<file path="src/rtl/x2050pswfld.sv">
// x2050pswfld: parametrised PSW field register with shadow copy, ROS ops and external set
module x2050pswfld #(
  parameter int WIDTH = 4,
  parameter int FIELD_POS = 12,
  parameter logic [WIDTH-1:0] RESET_VALUE = '0,
  parameter logic [5:0] SS_LOAD_A = 6'd55,
  parameter logic [5:0] SS_LOAD_B = 6'd56,
  parameter logic [5:0] SS_OR = 6'd57,
  parameter logic [5:0] SS_AND = 6'd58,
  parameter logic [5:0] SS_SWAP = 6'd59,
  parameter logic [5:0] SS_SAVE = 6'd60,
  parameter logic [5:0] SS_RESTORE = 6'd61
) (
  input  logic             i_clk,
  input  logic             i_reset,
  input  logic             i_ros_advance,
  input  logic [5:0]       i_ss,
  input  logic [31:0]      i_t_reg,
  input  logic [WIDTH-1:0] i_set,
  output logic [WIDTH-1:0] o_field,
  output logic [WIDTH-1:0] o_shadow,
  output logic             o_changed
);
  logic [WIDTH-1:0] field_q, field_d, shadow_q, shadow_d, slice, ros_r;
  logic ld, orm, anm, swp, sav, rst;
  assign slice = i_t_reg[31-FIELD_POS -: WIDTH];
  // Decode the ROS op in fixed priority and form next field/shadow; i_set is ORed in every clock
  always_comb begin
    ld = i_ros_advance && (i_ss == SS_LOAD_A || i_ss == SS_LOAD_B);
    orm = i_ros_advance && i_ss == SS_OR;
    anm = i_ros_advance && i_ss == SS_AND;
    swp = i_ros_advance && i_ss == SS_SWAP;
    sav = i_ros_advance && i_ss == SS_SAVE;
    rst = i_ros_advance && i_ss == SS_RESTORE;
    ros_r = ld ? slice : orm ? (field_q | slice) : anm ? (field_q & slice) : swp ? slice : sav ? field_q : rst ? shadow_q : field_q;
    shadow_d = (!ld && !orm && !anm && (swp || sav)) ? field_q : shadow_q;
    field_d = ros_r | i_set;
  end
  // Register field, shadow and the change flag; reset wins over any concurrent op
  always_ff @(posedge i_clk) begin
    if (i_reset) begin
      field_q <= RESET_VALUE;
      shadow_q <= RESET_VALUE;
      o_changed <= 1'b0;
    end else begin
      field_q <= field_d;
      shadow_q <= shadow_d;
      o_changed <= field_d != field_q;
    end
  end
  assign o_field = field_q;
  assign o_shadow = shadow_q;
endmodule

</file>
<file path="config.mk">
export PLATFORM = sky130hd
export DESIGN_NAME = x2050pswfld
export DESIGN_NICKNAME = d
export VERILOG_FILES = /design/src/rtl/x2050pswfld.sv
export SDC_FILE = /design/constraint.sdc
export NUM_CORES = 1
export LEC_CHECK = 0
export BUFFER_PORTS_ARGS = -buffer_cell sky130_fd_sc_hd__buf_2
export CAP_MARGIN = 5
export CORE_AREA = 5 5 52 54
export CTS_BUF_LIST = sky130_fd_sc_hd__clkbuf_8
export DETAILED_ROUTE_END_ITERATION = 12
export DIE_AREA = 0 0 57 59
export GPL_ROUTABILITY_DRIVEN = 0
export PLACE_DENSITY = 0.77
export SETUP_SLACK_MARGIN = 0.4
export SLEW_MARGIN = 5
export SYNTH_ARGS = -nofsm -noshare
export SYNTH_HDL_FRONTEND = slang
export SYNTH_SLANG_ARGS = --single-unit
</file>
<file path="constraint.sdc">
create_clock -name i_clk -period 2.8 [get_ports i_clk]
set_clock_uncertainty 0.15 [all_clocks]
set_input_delay 0.56 -clock i_clk [delete_from_list [all_inputs] [get_ports i_clk]]
set_output_delay 0.56 -clock i_clk [all_outputs]
set_load 0.02 [all_outputs]
</file>
=== After elaboration in Yosys (flattened, before gate mapping) ===
Cells that the tools add are included.

* Equality and inequality tests: 8
* Bitwise logic cells: 3
* Reductions and logical operators: 14
* Muxes and demuxes: 6

{| class="wikitable"
|+ Operators by type and width
! operator !! count
|-
| == test 6 bit (second input constant) || 7
|-
| two-way mux 4 bit || 6
|-
| logical AND 1 bit || 9
|-
| OR 4 bit || 2
|-
| AND 4 bit || 1
|-
| != test 4 bit || 1
|-
| logical NOT 1 bit || 3
|-
| logical OR 1 bit || 2
|}

* Output and inout bits: 9
* Word-level logic and storage cells: 34
* Register bits: 9
* Input port bits: 45

=== Logic depth before layout (Yosys ltp) ===
Gate-level depths: netlist of run 1.

* Depth after elaboration: 10
* Gate-level depth with buffers: 8
* Gate-level depth less buffers: 6

=== Worst setup path before layout of run 1 ===
No wires, ideal clock.

* Path type: input to register
* From: input port i_ss[3]
* To: register o_changed
* Cell stages on the path: 8
* Data arrival time: 1.902 ns
* Library setup time: 0.130 ns
* Required time: 2.520 ns
* Slack: 0.618 ns
* Path buffers: 2
* Cell sequence: buf_6 or4b_1 buf_2 a21oi_4 a21oi_1 and3_1 nor3_1 a21oi_1

* Longest elaborated chain between the ends: 10
* Elaborated cells on any way between the ends: 22
* Classes of those cells: eq/ne: 8; mux: 6; bitwise: 1; reduce/logical: 7

{| class="wikitable"
|+ Ends and longest elaborated chain
! what !! line !! RTL
|-
| start: declaration || 17 || <nowiki>input logic [5:0] i_ss,</nowiki>
|-
| == test 6 bit || 34 || <nowiki>rst = i_ros_advance && i_ss == SS_RESTORE;</nowiki>
|-
| logical AND 1 bit || 34 ||
|-
| two-way mux 4 bit (5 in a row) || 35 || <nowiki>ros_r = ld ? slice : orm ? (field_q | slice) : anm ? (field_q & slice) : swp ? slice : sav ? field_q : rst ? s ...</nowiki>
|-
| two-way mux 4 bit (*) || 35 ||
|-
| OR 4 bit (*) || 37 || <nowiki>field_d = ros_r | i_set;</nowiki>
|-
| != test 4 bit (*) || 48 || <nowiki>o_changed <= field_d != field_q;</nowiki>
|-
| end signal: assignment || 48 ||
|-
| end: declaration || 22 || <nowiki>output logic o_changed</nowiki>
|}

Mark *: on every way between the ends. The rest lies on a longest branch, timed or not.
A chain may end at the register's enable or synchronous reset.

=== Worst setup path after layout of run 1 ===
* From: input port i_ss[1]
* To: register o_changed

Same word-level chain as after synthesis.

==> impl_metrics.ini, run 1 <==
[outcome]
outcome = finished clean

[timing]
fmax_ghz = 0.441
worst_slew_pin_slew_ps = 526
fin_crit_ps = 2270
finalCritPeriodShare_pct = 81.0
fin_tns_setup_ps = 0
slew_viol_final = 0
relSlewSlack_pct = 64.0
hold_viol = 0
setup_viol = 0
rsz0062_at_grt = no

[pwr]
clkPwrFrac_pct = 36.8
swShare_pct = 30.5
p_comb_share_pct = 26.5
powerDensity_nw_per_um2 = 364
p_int_uw = 273
power_switching_uw = 120
seq_power_share_pct = 36.7
leakage_uw = 0.000460
ir_drop_v = 0.000421

[yosys]
synth_common_cells = 14 x nor2_1, 10 x a21oi_1, 9 x dfxtp_1, 9 x nand2_1, 6 x nand2b_1
synth-edff-count = 0
synthCells = 125
yosysSeqAreaShare_pct = 20.0
synth_area_per_cell_um2 = 7.22
ys_types = 47
synth_fa_ha_area_share_pct = 0
synth-compound-area-share_pct = 32.3
synthesis.area_um2 = 902
synth_mux_area_share_pct = 5.55
ys_dominant_reg_cell = dfxtp_1
synth-xor-area-share_pct = 0.971
synth_seq_cells = 9
syn-num-nets = 170
synth_top_family_by_area = simple AND/OR/NAND/NOR gates
synth_area_leaders = dfxtp_1 20%, nor2_1 5.8%, a21oi_1 5.5%, mux2i_1 5.5%, nand2b_1 4.2%
yosysWarnings = 0
yosys.area.top_type = dfxtp_1
yosysMostFrequentCell = nor2_1
synthArstFlopShare_pct = 0
yosys.area_share.simple_pct = 34.0
synth_top_area_share_pct = 20.0

[clock_tree]
cts_buffer_depth = 2
cts-hold-fix-buffers = 0
numCtsBuffers = 3
clock_latency_ps = 230
post-cts-setup-buffer-count = 0
clk_pin_slew_worst_paths_ps = 40
clock_sinks = 9
cts.htree.levels = 1
cts_tree = yes
root_buffer = clkbuf_8
post_cts_resized = 0

[die]
die_w_um = 57
die_h_um = 59
std_cell_rows = 17
initial_core_util_pct = 41.6
core_um2 = 2170
die_area_um2 = 3360
ioPinCount = 54

[finish]
design_area_um2 = 1080
layout.nets = 194
utilization_pct = 49.8
fillers = 230
area_growth_pct = 19.7
num_antenna_cells = 0
stdcell_count = 176
drive_above_1_share_pct = 22.3

[detailed_routing]
drc = 0
drt_iter0_markers = 51
via_per_inst = 6.13
firstDrtPassIters = 4
routed_wl_mm = 2.57
detail-route-antenna-nets = 0
num_vias = 1079
met2_length_mm = 1.24
dr_wl_met3_um = 251
m1WireLength_um = 991
routed.top_layer = met4
wl_per_cell_um = 14.6

[setup_path]
cp_max_fo = 20
cpMaxStageDelayCell = or4b_1
cp_slowest_stage_delay_ps = 650
crit_arrival_ps = 2230
worstSetupPathType = in -> reg
crit_top_cell = a21oi_1
path_cells = buf_2, or4b_1, a21oi_4, a21oi_1, and3_1, nor3_1, a21oi_1
cp-start-kind = input pin
critPathCaptureType = flip-flop
critPathRequiredTime_ps = 2770

[global_route]
grt_pass1_wl_mm = 4.10
grt_max_degree = 21
antenna_found_initial = 0
grt_pass1_vias = 952
grt_use_total_pct = 15.7
grt_overflow = 0

[place]
dp.cells = 172
placed_area_um2 = 1030
dp_hpwl_mm = 1.90
portBuffers = 25

[hold_path]
hp-class = reg -> reg

[flow_run]
maxCapViolCount = 0
[state kept, by name, summed over array words and instances, names as in the netlist]
signal,cells
o_shadow,4
o_changed,1
o_field,4
[worst paths after layout]
path	startpoint	endpoint	slack (ps)	cells after the start
worst max-delay path	i_ss[1]	o_changed	530	7
worst min-delay path	o_shadow[2]	o_shadow[2]	360	2
worst max register to register	o_field[3]	o_changed	1010	6
worst min register to register	o_shadow[2]	o_shadow[2]	360	2
[power by group through the flow]
stage	registers, uW	clock network, uW	logic [uW]
6_report	144	145	104
5_1_grt	145	155	115
4_1_cts	144	150	103
3_5_place_dp	146	0	102
3_3_place_gp	146	0	100
2_1_floorplan	151	0	62.9
[logic make-up after synthesis]
logic type | after synthesis
simple gates | 54
compound gates | 42
buf+inv | 14
flops | 9
mux | 5
xor+xnor | 1
[layer usage]
layer,up-vias,track usage [%]
li1,516,-
met1,487,17.5
met2,67,25.1
met3,9,3.05
met4,0,14.2
met5,-,0
[cell type report]
type,count,area [um^2],share of cell area [%]
multi-input combinational,102,657,60.8
sequential,9,180,16.7
timing repair buffer,27,140,13.0
clock buffer,3,41.3,3.82
tap,28,35.0,3.24
inverter,6,22.5,2.09
clock inverter,1,3.75,0.348
[worst max-delay path, delay by kind of cell]
kind / cells / cell delay (ps)
compound gates: 3 / 460
buf+inv: 1 / 200
simple gates: 3 / 1000
[through the flow]
step | setup WS [ps] | total power [uW] | hold WS, ps
2_1_floorplan | 618 | 213 | 422
3_3_place_gp | 326 | 247 | 348
3_5_place_dp | 303 | 249 | 359
4_1_cts | 541 | 397 | 372
5_1_grt | 424 | 415 | 422
6_report | 532 | 393 | 361
[layout by cell type (no fill, tap or decap), types with 3 or more instances in the layout]
cell	Yosys	routed
buf_2	3	25
nor2_1	14	14
a21oi_1	10	10
nand2_1	9	9
dfxtp_1	9	9
inv_1	5	6
nand2b_1	6	6
o21ai_0	5	5
mux2i_1	5	5
o21ai_1	4	4
nand3_1	3	3
nand4_1	3	3
a31oi_1	3	3
and4b_1	3	3
clkbuf_8	0	3
Note: power is estimated with default switching activity, not from simulation.
==> run 2, diff against run 1 <==
- CORE_AREA: 5 5 52 54 -> 5 5 54 56
- DIE_AREA: 0 0 57 59 -> 0 0 59 61
- PLACE_DENSITY: 0.77 -> 0.74
- clock period: 2.8 -> 2 ns (I/O delays scaled with it)
==> impl_metrics.ini, run 2 (synthesis gave the netlist of run 1 again) <==
[outcome]
outcome = finished clean

[finish]
final_cell_mix = 27 x buf_4, 21 x buf_2, 12 x nor2_1
multiInputGateArea_um2 = 736
drive_above_1_share_pct = 43.9
stdcell_count = 203
ff_latch_area_um2 = 181
fillers = 216
num_antenna_cells = 0
layout_commonest_cell = buf_4
area_growth_pct = 52.0
layout.nets = 219

[pwr]
swShare_pct = 31.9
power_switching_uw = 197
p_comb_share_pct = 33.3
p_int_uw = 421
clkPwrFrac_pct = 33.6
seq_power_share_pct = 33.1
leakage_uw = 0.000597
powerDensity_nw_per_um2 = 450
ir_drop_v = 0.000494

[global_route]
met3_usage_pct = 2.98
grt_pass1_vias = 1183
grt_pass1_wl_mm = 5.32
grt_busiest_layer = met2
grt_overflow = 0
grtUsageMet2_pct = 34.2
antenna_found_initial = 0
grt_use_total_pct = 19.8
grt_max_degree = 10
grtUsageMet1_pct = 21.4

[detailed_routing]
routed_wl_mm = 3.32
detail-route-antenna-nets = 0
drc = 0
drt_iter0_markers = 47
num_vias = 1229
via_per_inst = 6.05
wl_per_cell_um = 16.4
firstDrtPassIters = 4

[timing]
setup_viol = 0
hold_viol = 0
worst_slew_pin_slew_ps = 351
relSlewSlack_pct = 76.5
finalCritPeriodShare_pct = 91.2
fin_crit_ps = 1820
fin_tns_setup_ps = 0
slew_viol_final = 0
rsz0062_at_grt = yes
fmax_ghz = 0.548
holdWs_ps = 275
worst_slack_ps = 177

[die]
core_um2 = 2390
std_cell_rows = 18
initial_core_util_pct = 37.8
die_h_um = 61
ioPinCount = 54
die_area_um2 = 3600
die_w_um = 59

[place]
portBuffers = 25
dp_hpwl_mm = 2.34
dp.cells = 193
place_ws_ps = -193

[clock_tree]
cts_tree = yes
cts.htree.levels = 1
cts_buffer_depth = 2
clock_latency_ps = 240
root_buffer = clkbuf_8
clock_sinks = 9
clk_pin_slew_worst_paths_ps = 40
numCtsBuffers = 3
cts-hold-fix-buffers = 0

[flow_run]
maxCapViolCount = 0

[setup_path]
cpMaxStageDelayCell = or4b_4
cp_slowest_stage_delay_ps = 580
worstSetupPathType = in -> reg
crit_arrival_ps = 1790
cp-start-kind = input pin
critPathRequiredTime_ps = 1970
cp_max_fo = 5
critPathCaptureType = flip-flop
reg2regPathDepth = 5
path_cells = buf_6, or4b_4, buf_4, a21oi_1, a31oi_1, nand4_1, o2111a_1, a21oi_2

[hold_path]
min_path_cells = 3
hp-class = in -> reg
## run 2: cell type report
type                       count  share of cell area [%]
timing repair buffer          52                    25.5
multi-input combinational    102                    53.6
clock inverter                 1                   0.274
clock buffer                   3                    3.01
tap                           30                    2.74
sequential                     9                    13.2
inverter                       6                    1.64
## run 2: path summary, 6_finish.rpt
check                end         from  slack (ps)
max            o_changed      i_ss[0]         180
min           o_field[0]     i_set[0]         270
max reg2reg    o_changed   o_field[1]         270
min reg2reg  o_shadow[1]  o_shadow[1]         360
## run 2: critical path, delay by kind of cell
kind / cells / cell delay (ps)
and+or+nand+nor: 2 / 670
buffers and inverters: 2 / 260
AOI/OAI and AO/OA: 4 / 450
## run 2: timing repair
action                                  CTS  global route
buffers inserted                          4             2
pin swaps                                 8            11
endpoints found under the setup margin    8             9
gates resized for setup                   9            12
## run 2: power by group through the flow
stage	registers [uW]	clock network, uW	logic (uW)
after global placement	205	0	166
after detailed placement	205	0	173
final	205	208	205
after global routing	206	221	222
after floorplan	211	0	90.8
after CTS	203	214	187
## run 2: through the flow
step	area [um^2]	utilization [%]	total power, uW
4_1_cts	1310	54.8	603
3_3_place_gp	1190	49.8	371
3_5_place_dp	1190	49.8	378
5_1_grt	1370	57.4	649
6_report	1370	57.4	618
2_1_floorplan	922	-	302
## run 2: routing by layer
| metal | up-vias | routed length [um] |
|---|---|---|
| met3 | 21 | 245 |
| li1 | 564 | - |
| met1 | 572 | 1290 |
| met4 | 0 | 169 |
| met5 | - | 0 |
| met2 | 72 | 1620 |
==> run 3, diff against run 2 <==
- RECOVER_POWER: default -> 25
==> impl_metrics.ini, run 3 (synthesis gave the netlist of run 1 again) <==
[detailed_routing]
detail-route-antenna-nets = 0
firstDrtPassIters = 4
num_vias = 1220
routed_wl_mm = 3.31
drc = 0
via_per_inst = 6.01
wl_per_cell_um = 16.3
drt_iter0_markers = 47

[global_route]
grt_use_total_pct = 19.8
grt_overflow = 0
grt_max_degree = 10
antenna_found_initial = 0
grt_pass1_wl_mm = 5.32
grt_pass1_vias = 1183

[clock_tree]
clock_sinks = 9
cts_buffer_depth = 2
clk_pin_slew_worst_paths_ps = 40
clock_latency_ps = 240
cts_tree = yes
cts.htree.levels = 1
root_buffer = clkbuf_8
cts-hold-fix-buffers = 0
numCtsBuffers = 3

[finish]
layout.nets = 219
fillers = 218
area_growth_pct = 51.5
drive_above_1_share_pct = 41.6
multiInputGateArea_um2 = 736
final_cell_mix = 27 x buf_4, 17 x buf_2, 12 x nor2_1
design_area_um2 = 1370
num_antenna_cells = 0
ff_latch_area_um2 = 181
layout_commonest_cell = buf_4

[timing]
worst_slew_pin_slew_ps = 354
holdWs_ps = 275
fmax_ghz = 0.549
finalCritPeriodShare_pct = 91.1
slew_viol_final = 0
rsz0062_at_grt = yes
setup_viol = 0
relSlewSlack_pct = 76.4
hold_viol = 0
fin_crit_ps = 1820

[setup_path]
crit_arrival_ps = 1790
cp_max_fo = 5
path_delay_family = simple AND/OR/NAND/NOR gates
critPathBufInv = 2
cp_slowest_stage_delay_ps = 580
cp-start-kind = input pin
path_cells = buf_6, or4b_4, buf_4, a21oi_1, a31oi_1, nand4_1, o2111a_1, a21oi_2
critPathCaptureType = flip-flop
cpMaxStageDelayCell = or4b_4
critPathRequiredTime_ps = 1970
worst-r2r-setup-slack_ps = 270
worstSetupPathType = in -> reg

[die]
die_w_um = 59
initial_core_util_pct = 37.8
std_cell_rows = 18
die_h_um = 61
core_um2 = 2390
die_area_um2 = 3600
ioPinCount = 54

[outcome]
outcome = finished clean

[pwr]
ir_drop_v = 0.000494
leakage_uw = 0.000581
powerDensity_nw_per_um2 = 451

[hold_path]
hp-class = in -> reg

[place]
portBuffers = 25
dp_hpwl_mm = 2.34
placed_area_um2 = 1190

[flow_run]
maxCapViolCount = 0
## run 3: changes by cell type in the layout (fill, tap and decap cells not counted), sizes merged
cell	delta
clkbuf	+4
buf	-4
## run 3: worst reg2reg max path, stage by stage, from the launching register on
cell	delay, ps
dfxtp_1	520
a2bb2oi_1	230
a21oi_1	100
nor4_2	330
o2111a_1	240
a21oi_2	50
## run 3: per-stage QoR
| step | instances | power [uW] | util [%] | setup slack [ps] | setup TNS, ps |
|---|---|---|---|---|---|
| 2_1_floorplan | 125 | 302 | - | 40.2 | 0 |
| 3_5_place_dp | 193 | 378 | 49.8 | -193 | -193 |
| 3_3_place_gp | 193 | 371 | 49.8 | -90.3 | -90.3 |
| 5_1_grt | 203 | 648 | 57.2 | 109 | 0 |
| 4_1_cts | 201 | 603 | 54.8 | 143 | 0 |
| 6_report | 203 | 617 | 57.2 | 178 | 0 |
## run 3: final timing paths
kind	start	to	depth (start not counted)
worst max register to register	o_field[1]	o_changed	5
worst max-delay path	i_ss[0]	o_changed	8
worst min-delay path	i_set[0]	o_field[0]	3
worst min register to register	o_shadow[1]	o_shadow[1]	2
## run 3: final cells by class
cell class	instances	share of cell area [%]
Timing Repair Buffer	52	25.2
Clock buffer	3	3.02
Tap cell	30	2.75
Multi-Input combinational cell	102	53.8
Clock inverter	1	0.275
Sequential cell	9	13.3
Inverter	6	1.65
## run 3: layer usage
metal,global-route usage (%),vias to the layer above,wire length [um]
met5,0,-,0
met4,15.9,0,170
met3,2.98,21,212
met2,34.2,63,1620
met1,21.4,572,1300
li1,-,564,-
## run 3: where the power goes
part           internal (uW)  switching [uW]  total [uW]
Clock                    134            73.8         208
Sequential               189            15.4         205
Combinational           97.0             108         205
## run 3: timing repair
item	CTS	global route
pin swaps	8	11
buffers inserted	4	2
endpoints found under the setup margin	8	9
hold endpoints to repair	0	0
resized for setup	9	12
